==> src/rtl/ysyx_22041412_lsu_pkg.sv <==
// Shared definitions for the load/store unit: funct3 encodings, FSM states, zero word.
// Latency: n/a (types and constants only).
// Backpressure: n/a.
package ysyx_22041412_lsu_pkg;

    // RISC-V load funct3 encodings
    localparam logic [2:0] F3_LB  = 3'b000;
    localparam logic [2:0] F3_LH  = 3'b001;
    localparam logic [2:0] F3_LW  = 3'b010;
    localparam logic [2:0] F3_LD  = 3'b011;
    localparam logic [2:0] F3_LBU = 3'b100;
    localparam logic [2:0] F3_LHU = 3'b101;
    localparam logic [2:0] F3_LWU = 3'b110;

    // RISC-V store funct3 encodings (only the low two bits carry the size)
    localparam logic [2:0] F3_SB  = 3'b000;
    localparam logic [2:0] F3_SH  = 3'b001;
    localparam logic [2:0] F3_SW  = 3'b010;
    localparam logic [2:0] F3_SD  = 3'b011;

    // Never a legal load or store
    localparam logic [2:0] F3_BAD = 3'b111;

    typedef enum logic [1:0] {
        IDLE  = 2'd0,
        CACHE = 2'd1,
        RESP  = 2'd2
    } state_t;

    localparam logic [63:0] ZERO_WORD = 64'd0;

endpackage

==> src/rtl/ysyx_22041412_lsu_if.sv <==
// Bundle of the pipeline request/response and Dcache handshakes around the LSU.
// Latency: n/a (wires only).
// Backpressure: valid/ready on request, response and Dcache channels.
// Ports: slave modport = LSU view; master modport = pipeline + Dcache environment view.
interface ysyx_22041412_lsu_if #(
    parameter int ADDR_WIDTH = 32,
    parameter int DATA_WIDTH = 64
);
    localparam int STRB_WIDTH = DATA_WIDTH / 8;

    // pipeline request
    logic                  req_valid_i;
    logic                  req_ready_o;
    logic                  req_wen_i;
    logic [2:0]            req_func3_i;
    logic [ADDR_WIDTH-1:0] req_addr_i;
    logic [DATA_WIDTH-1:0] req_wdata_i;
    // pipeline response
    logic                  resp_valid_o;
    logic                  resp_ready_i;
    logic [DATA_WIDTH-1:0] resp_rdata_o;
    logic                  resp_fault_o;
    // Dcache side
    logic                  dc_valid_o;
    logic                  dc_ready_i;
    logic                  dc_wen_o;
    logic [ADDR_WIDTH-1:0] dc_addr_o;
    logic [DATA_WIDTH-1:0] dc_wdata_o;
    logic [STRB_WIDTH-1:0] dc_wstrb_o;
    logic [DATA_WIDTH-1:0] dc_rdata_i;

    modport slave (
        input  req_valid_i, req_wen_i, req_func3_i, req_addr_i, req_wdata_i,
        output req_ready_o,
        output resp_valid_o, resp_rdata_o, resp_fault_o,
        input  resp_ready_i,
        output dc_valid_o, dc_wen_o, dc_addr_o, dc_wdata_o, dc_wstrb_o,
        input  dc_ready_i, dc_rdata_i
    );

    modport master (
        output req_valid_i, req_wen_i, req_func3_i, req_addr_i, req_wdata_i,
        input  req_ready_o,
        input  resp_valid_o, resp_rdata_o, resp_fault_o,
        output resp_ready_i,
        input  dc_valid_o, dc_wen_o, dc_addr_o, dc_wdata_o, dc_wstrb_o,
        output dc_ready_i, dc_rdata_i
    );

endinterface

==> src/rtl/ysyx_22041412_lsu_align.sv <==
// Byte-lane alignment: store strobe/shift, load shift/extend, misalign/illegal-width detection.
// Latency: purely combinational.
// Backpressure: none (no state).
// Ports: func3/off describe the access; wdata/rdata_raw in; wstrb/wdata_sh/rdata_ext/fault out.
module ysyx_22041412_lsu_align
    import ysyx_22041412_lsu_pkg::*;
#(
    parameter int  DATA_WIDTH = 64,
    localparam int STRB_WIDTH = DATA_WIDTH / 8,
    localparam int OFF_WIDTH  = $clog2(STRB_WIDTH)
) (
    input  logic [2:0]            func3,
    input  logic [OFF_WIDTH-1:0]  off,
    input  logic [DATA_WIDTH-1:0] wdata,
    input  logic [DATA_WIDTH-1:0] rdata_raw,
    output logic [STRB_WIDTH-1:0] wstrb,
    output logic [DATA_WIDTH-1:0] wdata_sh,
    output logic [DATA_WIDTH-1:0] rdata_ext,
    output logic                  fault
);

    logic [1:0]                    size_log;
    logic [STRB_WIDTH-1:0]         lane_mask;
    logic [OFF_WIDTH-1:0]          align_mask;
    logic [$clog2(DATA_WIDTH)-1:0] bit_off;
    logic [DATA_WIDTH-1:0]         shifted;
    logic                          misaligned;
    logic                          illegal;

    always_comb begin
        size_log   = func3[1:0];
        bit_off    = {off, 3'b000};
        lane_mask  = STRB_WIDTH'(8'hFF);
        unique case (size_log)
            F3_SB[1:0]: lane_mask = STRB_WIDTH'(8'h01);
            F3_SH[1:0]: lane_mask = STRB_WIDTH'(8'h03);
            F3_SW[1:0]: lane_mask = STRB_WIDTH'(8'h0F);
            default:    lane_mask = STRB_WIDTH'(8'hFF);
        endcase

        // size-1 as an offset mask: any offset bit under it means misaligned
        align_mask = OFF_WIDTH'((4'd1 << size_log) - 4'd1);
        misaligned = |(off & align_mask);

        // a doubleword (and lwu, whose only point is zero-extending into 64 bits)
        // cannot be served by a 32-bit data bus
        illegal = (func3 == F3_BAD) ||
                  ((STRB_WIDTH < 8) && ((size_log == F3_SD[1:0]) || (func3 == F3_LWU)));
        fault   = misaligned | illegal;

        wstrb    = lane_mask << off;
        wdata_sh = wdata << bit_off;

        shifted  = rdata_raw >> bit_off;
        unique case (func3)
            F3_LB:   rdata_ext = DATA_WIDTH'($signed(shifted[7:0]));
            F3_LH:   rdata_ext = DATA_WIDTH'($signed(shifted[15:0]));
            F3_LW:   rdata_ext = DATA_WIDTH'($signed(shifted[31:0]));
            F3_LBU:  rdata_ext = DATA_WIDTH'(shifted[7:0]);
            F3_LHU:  rdata_ext = DATA_WIDTH'(shifted[15:0]);
            F3_LWU:  rdata_ext = DATA_WIDTH'(shifted[31:0]);
            default: rdata_ext = shifted;  // ld: full word, offset is zero
        endcase
    end

endmodule

==> src/rtl/ysyx_22041412_lsu.sv <==
// Load/store unit between MEM stage and Dcache: lane alignment, fault detection, handshakes.
// Latency: legal access accept->resp_valid >= 2 cycles (1 + Dcache wait + 1); faults 1 cycle.
// Backpressure: req_ready only in IDLE; holds Dcache request until dc_ready, response until resp_ready.
// Ports: clk, rst (sync, active-high), bus (slave modport of ysyx_22041412_lsu_if).
// Optional: define YSYX_22041412_LSU_PERF_EN for perf_load_o/perf_store_o/perf_stall_o/perf_fault_o.
module ysyx_22041412_lsu
    import ysyx_22041412_lsu_pkg::*;
#(
    parameter int  ADDR_WIDTH = 32,
    parameter int  DATA_WIDTH = 64,
    localparam int STRB_WIDTH = DATA_WIDTH / 8
) (
    input  logic clk,
    input  logic rst,
    ysyx_22041412_lsu_if.slave bus
`ifdef YSYX_22041412_LSU_PERF_EN
    ,
    output logic [63:0] perf_load_o,
    output logic [63:0] perf_store_o,
    output logic [63:0] perf_stall_o,
    output logic [63:0] perf_fault_o
`endif
);

    localparam int OFF_WIDTH = $clog2(STRB_WIDTH);

    state_t                state_q;
    state_t                state_d;
    logic                  wen_q;
    logic [2:0]            func3_q;
    logic [ADDR_WIDTH-1:0] addr_q;
    logic [DATA_WIDTH-1:0] wdata_q;
    logic [DATA_WIDTH-1:0] rdata_q;
    logic                  fault_q;

    logic [2:0]            al_func3;
    logic [OFF_WIDTH-1:0]  al_off;
    logic [STRB_WIDTH-1:0] al_wstrb;
    logic [DATA_WIDTH-1:0] al_wdata;
    logic [DATA_WIDTH-1:0] al_rdata;
    logic                  al_fault;
    logic                  accept;
    logic                  dc_hs;

    // One aligner serves both phases: in IDLE it judges the incoming request
    // for faults; afterwards it works from the latched access.
    assign al_func3 = (state_q == IDLE) ? bus.req_func3_i : func3_q;
    assign al_off   = (state_q == IDLE) ? bus.req_addr_i[OFF_WIDTH-1:0] : addr_q[OFF_WIDTH-1:0];
    assign accept   = (state_q == IDLE) && bus.req_valid_i;
    assign dc_hs    = (state_q == CACHE) && bus.dc_ready_i;

    ysyx_22041412_lsu_align #(.DATA_WIDTH(DATA_WIDTH)) u_align (
        .func3     (al_func3),
        .off       (al_off),
        .wdata     (wdata_q),
        .rdata_raw (bus.dc_rdata_i),
        .wstrb     (al_wstrb),
        .wdata_sh  (al_wdata),
        .rdata_ext (al_rdata),
        .fault     (al_fault)
    );

    always_ff @(posedge clk) begin
        if (rst) state_q <= IDLE;
        else     state_q <= state_d;
    end

    always_comb begin
        state_d          = state_q;
        bus.req_ready_o  = 1'b0;
        bus.resp_valid_o = 1'b0;
        bus.resp_rdata_o = ZERO_WORD[DATA_WIDTH-1:0];
        bus.resp_fault_o = 1'b0;
        bus.dc_valid_o   = 1'b0;
        bus.dc_wen_o     = 1'b0;
        bus.dc_addr_o    = '0;
        bus.dc_wdata_o   = '0;
        bus.dc_wstrb_o   = '0;
        unique case (state_q)
            IDLE: begin
                bus.req_ready_o = 1'b1;
                if (bus.req_valid_i) state_d = al_fault ? RESP : CACHE;
            end
            CACHE: begin
                bus.dc_valid_o = 1'b1;
                bus.dc_wen_o   = wen_q;
                bus.dc_addr_o  = {addr_q[ADDR_WIDTH-1:OFF_WIDTH], {OFF_WIDTH{1'b0}}};
                if (wen_q) begin
                    bus.dc_wdata_o = al_wdata;
                    bus.dc_wstrb_o = al_wstrb;
                end
                if (bus.dc_ready_i) state_d = RESP;
            end
            RESP: begin
                bus.resp_valid_o = 1'b1;
                bus.resp_rdata_o = rdata_q;
                bus.resp_fault_o = fault_q;
                if (bus.resp_ready_i) state_d = IDLE;
            end
            default: state_d = IDLE;
        endcase
    end

    // rdata_q is cleared on every acceptance so stores and faults answer 0
    always_ff @(posedge clk) begin
        if (rst) begin
            wen_q   <= 1'b0;
            func3_q <= 3'b000;
            addr_q  <= '0;
            wdata_q <= '0;
            rdata_q <= '0;
            fault_q <= 1'b0;
        end else if (accept) begin
            wen_q   <= bus.req_wen_i;
            func3_q <= bus.req_func3_i;
            addr_q  <= bus.req_addr_i;
            wdata_q <= bus.req_wdata_i;
            rdata_q <= '0;
            fault_q <= al_fault;
        end else if (dc_hs && !wen_q) begin
            rdata_q <= al_rdata;
        end
    end

`ifdef YSYX_22041412_LSU_PERF_EN
    always_ff @(posedge clk) begin
        if (rst) begin
            perf_load_o  <= 64'd0;
            perf_store_o <= 64'd0;
            perf_stall_o <= 64'd0;
            perf_fault_o <= 64'd0;
        end else begin
            if (dc_hs && !wen_q)                      perf_load_o  <= perf_load_o + 64'd1;
            if (dc_hs && wen_q)                       perf_store_o <= perf_store_o + 64'd1;
            if ((state_q == CACHE) && !bus.dc_ready_i) perf_stall_o <= perf_stall_o + 64'd1;
            if (accept && al_fault)                   perf_fault_o <= perf_fault_o + 64'd1;
        end
    end
`endif

endmodule

==> src/flat_wrapper.sv <==
// flat-port wrapper written by rule: the top's interface ports become plain ports
module ysyx_22041412_lsu_flat import ysyx_22041412_lsu_pkg::*;
#(
    parameter int  ADDR_WIDTH = 32,
    parameter int  DATA_WIDTH = 64,
    localparam int STRB_WIDTH = DATA_WIDTH / 8
)
  (clk, rst, bus_req_valid_i, bus_req_wen_i, bus_req_func3_i, bus_req_addr_i, bus_req_wdata_i, bus_req_ready_o, bus_resp_valid_o, bus_resp_rdata_o, bus_resp_fault_o, bus_resp_ready_i, bus_dc_valid_o, bus_dc_wen_o, bus_dc_addr_o, bus_dc_wdata_o, bus_dc_wstrb_o, bus_dc_ready_i, bus_dc_rdata_i);
  ysyx_22041412_lsu_if #(.ADDR_WIDTH(ADDR_WIDTH), .DATA_WIDTH(DATA_WIDTH)) bus_i ();
  input  logic clk;
  input  logic rst;
  input wire logic [$bits(bus_i.req_valid_i)-1:0] bus_req_valid_i;
  input wire logic [$bits(bus_i.req_wen_i)-1:0] bus_req_wen_i;
  input wire logic [$bits(bus_i.req_func3_i)-1:0] bus_req_func3_i;
  input wire logic [$bits(bus_i.req_addr_i)-1:0] bus_req_addr_i;
  input wire logic [$bits(bus_i.req_wdata_i)-1:0] bus_req_wdata_i;
  output wire logic [$bits(bus_i.req_ready_o)-1:0] bus_req_ready_o;
  output wire logic [$bits(bus_i.resp_valid_o)-1:0] bus_resp_valid_o;
  output wire logic [$bits(bus_i.resp_rdata_o)-1:0] bus_resp_rdata_o;
  output wire logic [$bits(bus_i.resp_fault_o)-1:0] bus_resp_fault_o;
  input wire logic [$bits(bus_i.resp_ready_i)-1:0] bus_resp_ready_i;
  output wire logic [$bits(bus_i.dc_valid_o)-1:0] bus_dc_valid_o;
  output wire logic [$bits(bus_i.dc_wen_o)-1:0] bus_dc_wen_o;
  output wire logic [$bits(bus_i.dc_addr_o)-1:0] bus_dc_addr_o;
  output wire logic [$bits(bus_i.dc_wdata_o)-1:0] bus_dc_wdata_o;
  output wire logic [$bits(bus_i.dc_wstrb_o)-1:0] bus_dc_wstrb_o;
  input wire logic [$bits(bus_i.dc_ready_i)-1:0] bus_dc_ready_i;
  input wire logic [$bits(bus_i.dc_rdata_i)-1:0] bus_dc_rdata_i;
  assign bus_i.req_valid_i = bus_req_valid_i;
  assign bus_i.req_wen_i = bus_req_wen_i;
  assign bus_i.req_func3_i = bus_req_func3_i;
  assign bus_i.req_addr_i = bus_req_addr_i;
  assign bus_i.req_wdata_i = bus_req_wdata_i;
  assign bus_req_ready_o = bus_i.req_ready_o;
  assign bus_resp_valid_o = bus_i.resp_valid_o;
  assign bus_resp_rdata_o = bus_i.resp_rdata_o;
  assign bus_resp_fault_o = bus_i.resp_fault_o;
  assign bus_i.resp_ready_i = bus_resp_ready_i;
  assign bus_dc_valid_o = bus_i.dc_valid_o;
  assign bus_dc_wen_o = bus_i.dc_wen_o;
  assign bus_dc_addr_o = bus_i.dc_addr_o;
  assign bus_dc_wdata_o = bus_i.dc_wdata_o;
  assign bus_dc_wstrb_o = bus_i.dc_wstrb_o;
  assign bus_i.dc_ready_i = bus_dc_ready_i;
  assign bus_i.dc_rdata_i = bus_dc_rdata_i;
  ysyx_22041412_lsu #(.ADDR_WIDTH(ADDR_WIDTH), .DATA_WIDTH(DATA_WIDTH)) u_core (.clk(clk), .rst(rst), .bus(bus_i));
endmodule
==> config.mk <==
export PLATFORM = sky130hd
export DESIGN_NAME = ysyx_22041412_lsu_flat
export DESIGN_NICKNAME = d
export VERILOG_FILES = /design/src/rtl/ysyx_22041412_lsu_pkg.sv /design/src/rtl/ysyx_22041412_lsu_if.sv /design/src/rtl/ysyx_22041412_lsu_align.sv /design/src/rtl/ysyx_22041412_lsu.sv /design/src/flat_wrapper.sv
export SDC_FILE = /design/constraint.sdc
export NUM_CORES = 1
export LEC_CHECK = 0
export BUFFER_PORTS_ARGS = -buffer_cell sky130_fd_sc_hd__buf_2
export CORE_ASPECT_RATIO = 1.2
export CORE_MARGIN = 8
export CORE_UTILIZATION = 55
export CTS_CLUSTER_SIZE = 28
export DETAILED_ROUTE_END_ITERATION = 7
export PLACE_DENSITY = 0.86
export SLEW_MARGIN = 10
export SYNTH_ARGS = -nofsm -noshare
export SYNTH_HDL_FRONTEND = slang
export SYNTH_SLANG_ARGS = --single-unit
==> constraint.sdc <==
create_clock -name clk -period 5.75 [get_ports clk]
set_input_delay 0.575 -clock clk [delete_from_list [all_inputs] [get_ports clk]]
set_output_delay 0.575 -clock clk [all_outputs]
set_load 0.1 [all_outputs]
Word-level counts from Yosys, hierarchy flattened:

Index checks and enable logic that the tools add are counted.

* eq/ne operators: 13
* add/subtract/negate cells: 1
* mux-type cells: 20
* shift-type cells: 4
* bitwise operators: 2
* reduce and logical (&&, ||, !) cells: 10

Operators by type and width (number)
* $pmux 64 s6: 1
* $mux 64: 3
* $shl 64x6->64: 1
* $shr 64x6->64: 1
* $mux 32: 1
* $pmux 8 s3: 1
* $mux 8: 2
* $eq 3x3->1 const B: 4
* $mux 2: 4
* $shl 8x3->8: 1
* $mux 3: 2
* $ne 2x2->1 const B: 3
* $pmux 2 s3: 1
* $mux 1: 5
* $eq 2x1->1 const B: 2
* $eq 2x2->1 const B: 2
* $logic_not 2->1: 2
* $and 3x3->3: 1
* $eq 3x1->1 const B: 1
* $eq 3x2->1 const B: 1
* $logic_and 1x1->1: 3
* $logic_not 3->1: 1
* $reduce_and 3->1: 1
* $reduce_or 3->1: 1
* 5 further kinds: 5

* input port bits: 169
* flip-flop bits (word level): 167

Depth between registers and ports, before layout:

Gate-level depths: netlist of the first run.

* depth after elaboration: 10
* gate-level depth with buffers: 11
* gate-level depth less buffers: 8

Hierarchy:

A second synthesis of the first run with hierarchy kept.

* cell total of the unflattened synthesis: 1577
* area, all modules: 11357.1 µm²

By module, submodules not included
* ysyx_22041412_lsu: times used 1, cells an instance 937, area each 7136.8 µm²
* ysyx_22041412_lsu_align: times used 1, cells an instance 640, area each 4220.3 µm²

Worst setup path before layout of the first run:

No wires, ideal clock.

* path kind: flip-flop to output port
* start point: reg u_core.state_q[0]
* end point: out bus_dc_wdata_o[0]
* slack: -0.098 ns
* buffers on the path: 1
* arrival time: 5.273 ns
* cell stages (with the launch flop): 8
* data required time: 5.175 ns
* cell sequence: dfxtp_1 > buf_4 > nor2b_1 > nand2_1 > inv_1 > nand2_1 > nor3_1 > and2_1

* word-level cells in the longest chain between the ends: 5
* elaborated cells between the ends (all ways): 6
* those cells by class: 1 x eq/ne; 1 x shift; 3 x mux; 1 x reduce/logical

RTL lines
* start: declaration: RTL line ysyx_22041412_lsu.sv:27 `state_t state_q;`
* start signal: assignment: RTL line ysyx_22041412_lsu.sv:65 `else state_q <= state_d;`
* $logic_not 2->1: RTL line ysyx_22041412_lsu.sv:48 `assign al_off = (state_q == IDLE) ? bus.req_addr_i[OFF_WIDTH-1:0] : addr_q[OFF_WIDTH-1:0];`
* $mux 3: RTL line ysyx_22041412_lsu.sv:48
* $shl 64x6->64: RTL line ysyx_22041412_lsu_align.sv:52 `wdata_sh = wdata << bit_off;`
* $mux 64: RTL line ysyx_22041412_lsu.sv:88 `if (wen_q) begin`
* $mux 64 *: RTL line ysyx_22041412_lsu.sv:79 `unique case (state_q)`
* end: declaration: RTL line flat_wrapper.sv:25 `output wire logic [$bits(bus_i.dc_wdata_o)-1:0] bus_dc_wdata_o;`

Mark *: on every way between the ends. The rest lies on a longest branch, timed or not.

Worst setup path in the final report of the first run:

* start point: reg u_core.state_q[0]
* end point: out bus_dc_wdata_o[5]

The elaborated chain is that of the path after synthesis.

==> impl_metrics.yaml, run 1 <==
outcome:
  status: "completed"
cts:
  cts_buffer_depth: 2
  cts_root_buffer: "clkbuf_16"
  clkTransAtPathRegs_ns: 0.08
  clock-sinks: 167
  cts_tree: "yes"
  numCtsBuffers: 17
  postCtsHoldBufs: 0
  htree_levels: 4
  post_cts_resized: 0
  insertion_delay_ns: 0.43
  cts_setup_buffers: 0
layout:
  nets: 1854
  drive_gt1_frac: 0.264
  stdcell_area_um2: 12200
  seq_area_um2: 3340
  num-fill-cells: 1541
  fin_cells: 1927
  multi_input_area_um2: 6220
  area_delta_synth_final_pct: 21.7
timing:
  clock.fmax_mhz: 199
  setup_tns_ns: 0
  tightest_slew_ns: 1.26
  maxSlewHeadroom: 0.163
  fin_ws_ns: 0.721
  rsz0062_at_grt: "no"
  slew_violations: 0
  hold_viol_final: 0
  fin_crit_sh: 0.875
  post-route-min-period_ns: 5.03
  setup_viol: 0
  skew_ns: 0.00999
synth:
  synth.largest_area_cell: "dfxtp_1"
  ys_types: 55
  synthArstFlopShare: 0
  ys_warn_count: 0
  ys_seq_elements: 167
  syn-cell-area_um2: 10100
  synth_area_per_cell_um2: 7.01
  synth.area.top_cells: "dfxtp_1, nand2_1, a21oi_1"
  ys_seq_area_frac: 0.332
  ys.flop_type: "dfxtp_1"
  synth_edf_count: 0
  synth_top_area_frac: 0.332
  synthCells: 1436
worst_setup_path:
  cp.arrival_ns: 4.45
  crit_path_max_fanout: 36
  setup.worst_path.start_class: "flop"
  path_cells: "nor2b_2 -> nand2_1 -> buf_4 -> inv_1 -> nand2_1 -> nor3_2 -> and2_1 -> buf_2"
  crit_path_max_incr_delay_ns: 0.94
  required_ns: 5.18
  crit_path_end_kind: "output port"
  cp_slowest_cell: "nor2b_2"
  crit_type: "reg2out"
  worst_path_most_repeated_cell: "nand2_1"
placed_design:
  dp_cells: 1890
  placed_cell_area_um2: 11700
  io_buffers: 338
  place_ws_ns: 1.30
  dpl.hpwl_um: 28500
  place_congestion: 0.975
detailed_routing:
  wl_um: 39600
  dr_total_vias: 11600
  routedWlPerCell_um: 20.5
  routed_via_density: 6.00
  drcViolationCount: 0
  drt_iter0_markers: 1425
  ant_nets: 0
  drtPass1Iterations: 8
floorplanning:
  ioPinCount: 342
  start_util: 0.558
  rows: 54
  die_area_um2: 22900
  core_um2: 18000
  die_h_um: 164
  chipWidth_um: 139
power_and_ir_drop:
  leakagePower_nw: 5.66
  ir_drop_mv: 0.222
  power_density_nw_per_um2: 358
  finalPower_mw: 4.38
grt:
  track_usage: 0.333
  grt_pass1_wl_um: 60500
  grt_max_degree: 105
  gr-total-overflow: 0
  grt_pass1_vias: 11100
  antenna_found_initial: 4
min_path:
  min_path_type: "in2reg"
flow_run:
  max-cap-violations: 0
==> path summary, 6_finish.rpt <==
kind         depth (start not counted)                 from  slack [ns]                  to
min                                  3  bus_req_wdata_i[50]        0.37  u_core.wdata_q[50]
max                                  8    u_core.state_q[0]        0.72   bus_dc_wdata_o[5]
min reg2reg                          2    u_core.addr_q[25]        0.45   u_core.addr_q[25]
max reg2reg                          8    u_core.state_q[0]        1.95  u_core.rdata_q[18]
==> cell usage in the layout, fill, tap and decap left out, types with 9 or more instances in the layout <==
| master | instances |
|---|---|
| a32oi_1 | 9 |
| a211oi_1 | 10 |
| buf_4 | 16 |
| a31oi_1 | 14 |
| o21ai_0 | 79 |
| buf_2 | 337 |
| and2_1 | 103 |
| mux2i_1 | 81 |
| clkbuf_16 | 17 |
| a21oi_1 | 162 |
| nor3_1 | 11 |
| nand3_1 | 72 |
| a21oi_2 | 31 |
| nand2_1 | 399 |
| dfxtp_1 | 167 |
| nor2b_1 | 9 |
| nor2_1 | 71 |
==> metrics by stage <==
stage	hold slack [ns]	utilization
after global routing	0.371	0.679
after floorplan	0.432	-
after CTS	0.364	0.678
after global placement	0.437	0.647
after detailed placement	0.444	0.647
final	0.366	0.679
==> cell usage after synthesis (all sizes together), types with 4 or more instances <==
library cell / n
nand2: 401
a21oi: 193
dfxtp: 167
and2: 105
clkbuf: 93
mux2i: 83
o21ai: 80
nor2: 73
nand3: 72
buf: 32
a31oi: 14
nor3: 14
a211oi: 11
nor2b: 11
a32oi: 9
mux2: 9
a21o: 8
o211ai: 8
and3: 7
o221ai: 7
or3: 7
inv: 5
o22ai: 4
==> area by class of cell <==
| cell class | instances | area share |
|---|---|---|
| multi-input cells | 1141 | 0.508 |
| flip-flops and latches | 167 | 0.273 |
| repair buffers | 353 | 0.148 |
| well taps | 224 | 0.0229 |
| diodes | 5 | 0.00102 |
| inverters | 5 | 0.00174 |
| clock inverters | 15 | 0.0112 |
| clock buffers | 17 | 0.0347 |
==> logic make-up after synthesis <==
kind of cell | share of synthesized area
flip-flops | 0.332
AND/OR/NAND/NOR | 0.308
buffers and inverters | 0.0567
AO/OA/AOI/OAI | 0.209
other | 0.000373
multiplexers | 0.0934
==> layer usage <==
layer / global-route usage / vias to the layer above / share of wire
li1: - / 5361 / -
met1: 0.361 / 5274 / 0.36
met2: 0.566 / 769 / 0.48
met3: 0.0919 / 162 / 0.098
met4: 0.222 / 0 / 0.065
met5: 0 / - / 0
==> power by group <==
part | switching [mW] | internal, mW
registers | 0.0953 | 1.27
clock network | 0.554 | 0.573
logic | 1.34 | 0.543
==> flip-flops by register name, indices dropped and copies added, names as in the netlist <==
register	flops
u_core.wen_q	1
u_core.func3_q	3
u_core.state_q	2
u_core.rdata_q	64
u_core.wdata_q	64
u_core.fault_q	1
u_core.addr_q	32
==> worst max-delay path: cells and delay by family (launching register included) <==
family                 cells  cell delay [ns]
AND/OR/NAND/NOR            5             2.57
buffers and inverters      3             0.88
flip-flops                 1             0.55
Note: power is estimated with default switching activity, not from simulation.
==> inputs of run 2 (changes only) <==
Settings changed: ABC_AREA set to 1, CORE_UTILIZATION 55 to 56, PLACE_DENSITY 0.86 to 0.87, TNS_END_PERCENT set to 5.
==> impl_metrics.yaml, run 2 <==
outcome:
  status: "completed"
grt:
  grt_pass1_vias: 12100
  top_usage_layer: "met2"
  use_met3: 0.0840
  grt_pass1_wl_um: 63600
  met2_usage: 0.580
  use_met1: 0.386
  grt_max_degree: 99
  gr-total-overflow: 0
  antenna_found_initial: 2
  track_usage: 0.345
synth:
  synth_most_common_cell: "nand2_1"
  ys_seq_elements: 167
  synth.largest_area_cell: "dfxtp_1"
  yosys.area_share.simple: 0.302
  synth_edf_count: 0
  synth-compound-area-share: 0.239
  synthCells: 1751
  synth_commonest_cells: "nand2_1, nor2_1, o21ai_0, inv_1, dfxtp_1"
  synthXorXnorAreaFrac: 0
  synthAdderAreaFrac: 0
  ys.flop_type: "dfxtp_1"
  synth_area_per_cell_um2: 5.95
  syn-cell-area_um2: 10400
  synth_top_area_frac: 0.321
  synthArstFlopShare: 0
  ys_seq_area_frac: 0.321
  muxShareOfSynthArea: 0
  ys_types: 33
  synth.area.top_cells: "dfxtp_1, o21ai_0, nand2_1"
  ys_warn_count: 0
  synth_top_family_by_area: "simple AND/OR/NAND/NOR gates"
timing:
  slew_violations: 0
  holdWs_ns: 0.354
  hold_viol_final: 0
  rsz0062_at_grt: "no"
  fin_crit_sh: 0.766
  skew_ns: 0.00936
  fin_ws_ns: 1.34
  setup_tns_ns: 0
  tightest_slew_ns: 1.01
  setup_viol: 0
  post-route-min-period_ns: 4.41
  clock.fmax_mhz: 227
  maxSlewHeadroom: 0.330
layout:
  top_regs: "u_core.rdata_q x64, u_core.wdata_q x64, u_core.addr_q x32"
  drive_gt1_frac: 0.219
  fin_cells: 2228
  layout_common_cells: "buf_2, nand2_1, nor2_1, o21ai_0, inv_1"
  num-fill-cells: 1709
  layout_commonest_cell: "buf_2"
  area_delta_synth_final_pct: 20.5
  nets: 2159
placed_design:
  dp_cells: 2195
  io_buffers: 338
  place_ws_ns: 1.88
  dpl.hpwl_um: 30700
  place_congestion: 1.03
worst_setup_path:
  crit_family: "buffers and inverters"
  required_ns: 5.18
  crit_path_max_incr_delay_ns: 0.65
  cp_slowest_cell: "nand2_2"
  critPathBufInv: 4
  crit_path_end_kind: "output port"
  cp.arrival_ns: 3.83
  path_cells: "nor2_4 -> nand2_1 -> o21ai_2 -> buf_4 -> inv_1 -> nand2_2 -> inv_1 -> o2111ai_1 -> o21ai_1 -> buf_2"
  crit_type: "reg2out"
  crit_path_max_fanout: 45
  setup.worst_path.start_class: "flop"
  worst_path_most_repeated_cell: "inv_1"
detailed_routing:
  drt_iter0_markers: 1505
  wl_um: 41400
  dr_total_vias: 12700
  drtPass1Iterations: 6
  routed_via_density: 5.72
  drcViolationCount: 0
  ant_nets: 0
  routedWlPerCell_um: 18.6
floorplanning:
  die_area_um2: 23200
  start_util: 0.573
  die_h_um: 165
  ioPinCount: 342
  core_um2: 18200
  rows: 54
  chipWidth_um: 140
cts:
  htree_levels: 4
  cts_setup_buffers: 0
  postCtsHoldBufs: 0
  cts_buffer_depth: 2
  numCtsBuffers: 17
  cts_root_buffer: "clkbuf_16"
  clkTransAtPathRegs_ns: 0.07
  post_cts_resized: 0
  insertion_delay_ns: 0.44
  cts_tree: "yes"
  clock-sinks: 167
power_and_ir_drop:
  power_density_nw_per_um2: 553
  ir_drop_mv: 0.304
  finalPower_mw: 6.93
  leakagePower_nw: 5.96
min_path:
  min_path_type: "in2reg"
flow_run:
  max-cap-violations: 0
run 2: final timing paths:
check,start,endpoint,cells past startpoint,slack (ns)
worst min-delay path,rst,u_core.state_q[0],2,0.35
worst min register to register,u_core.addr_q[10],u_core.addr_q[10],2,0.46
worst max-delay path,u_core.state_q[1],bus_dc_wstrb_o[4],10,1.34
worst max register to register,u_core.state_q[1],u_core.rdata_q[9],15,2.52
run 2: cells by family (layout without fill, tap and decap cells):
| group | Yosys count | after routing |
|---|---|---|
| other | 1 | 4 |
| AND/OR/NAND/NOR | 759 | 759 |
| flip-flops | 167 | 167 |
| buffers and inverters | 354 | 604 |
| AO/OA/AOI/OAI | 470 | 470 |
run 2: worst register-to-register path, cell delays in order, from the launching register on:
cell,delay (ns)
dfxtp_1,0.44
inv_2,0.07
nand2_2,0.16
nand2_1,0.13
o21ai_4,0.08
buf_4,0.36
buf_4,0.75
nand3_1,0.20
nand2_1,0.11
nand2_1,0.09
nand3_2,0.14
nand2_1,0.10
inv_1,0.25
nand2_1,0.14
nand2_1,0.10
inv_1,0.04
run 2: metrics by stage:
stage | instance area, um2 | utilization
floorplan | 10400 | -
global placement | 11900 | 0.656
detailed placement | 11900 | 0.656
CTS | 12500 | 0.690
global route | 12500 | 0.690
finish | 12500 | 0.690
run 2: final cells by class:
type	count	area (um2)	area share
flip-flops and latches	167	3340	0.267
clock buffers	17	425	0.0339
diodes	1	2.50	0.000200
inverters	222	833	0.0664
well taps	224	280	0.0223
clock inverters	15	183	0.0146
multi-input cells	1232	5690	0.454
repair buffers	350	1780	0.142
run 2: where the power goes:
part           switching, mW  leakage (nW)  internal (mW)
Combinational           3.24          4.30          0.980
Clock                  0.571         0.291          0.587
Sequential             0.137          1.37           1.42
Total                   3.95          5.96           2.98
run 2: per-layer routing:
metal | share of wire | routed length, um
met4 | 0.063 | 2620
met3 | 0.093 | 3860
met2 | 0.47 | 19400
met1 | 0.37 | 15500
met5 | 0.00036 | 15
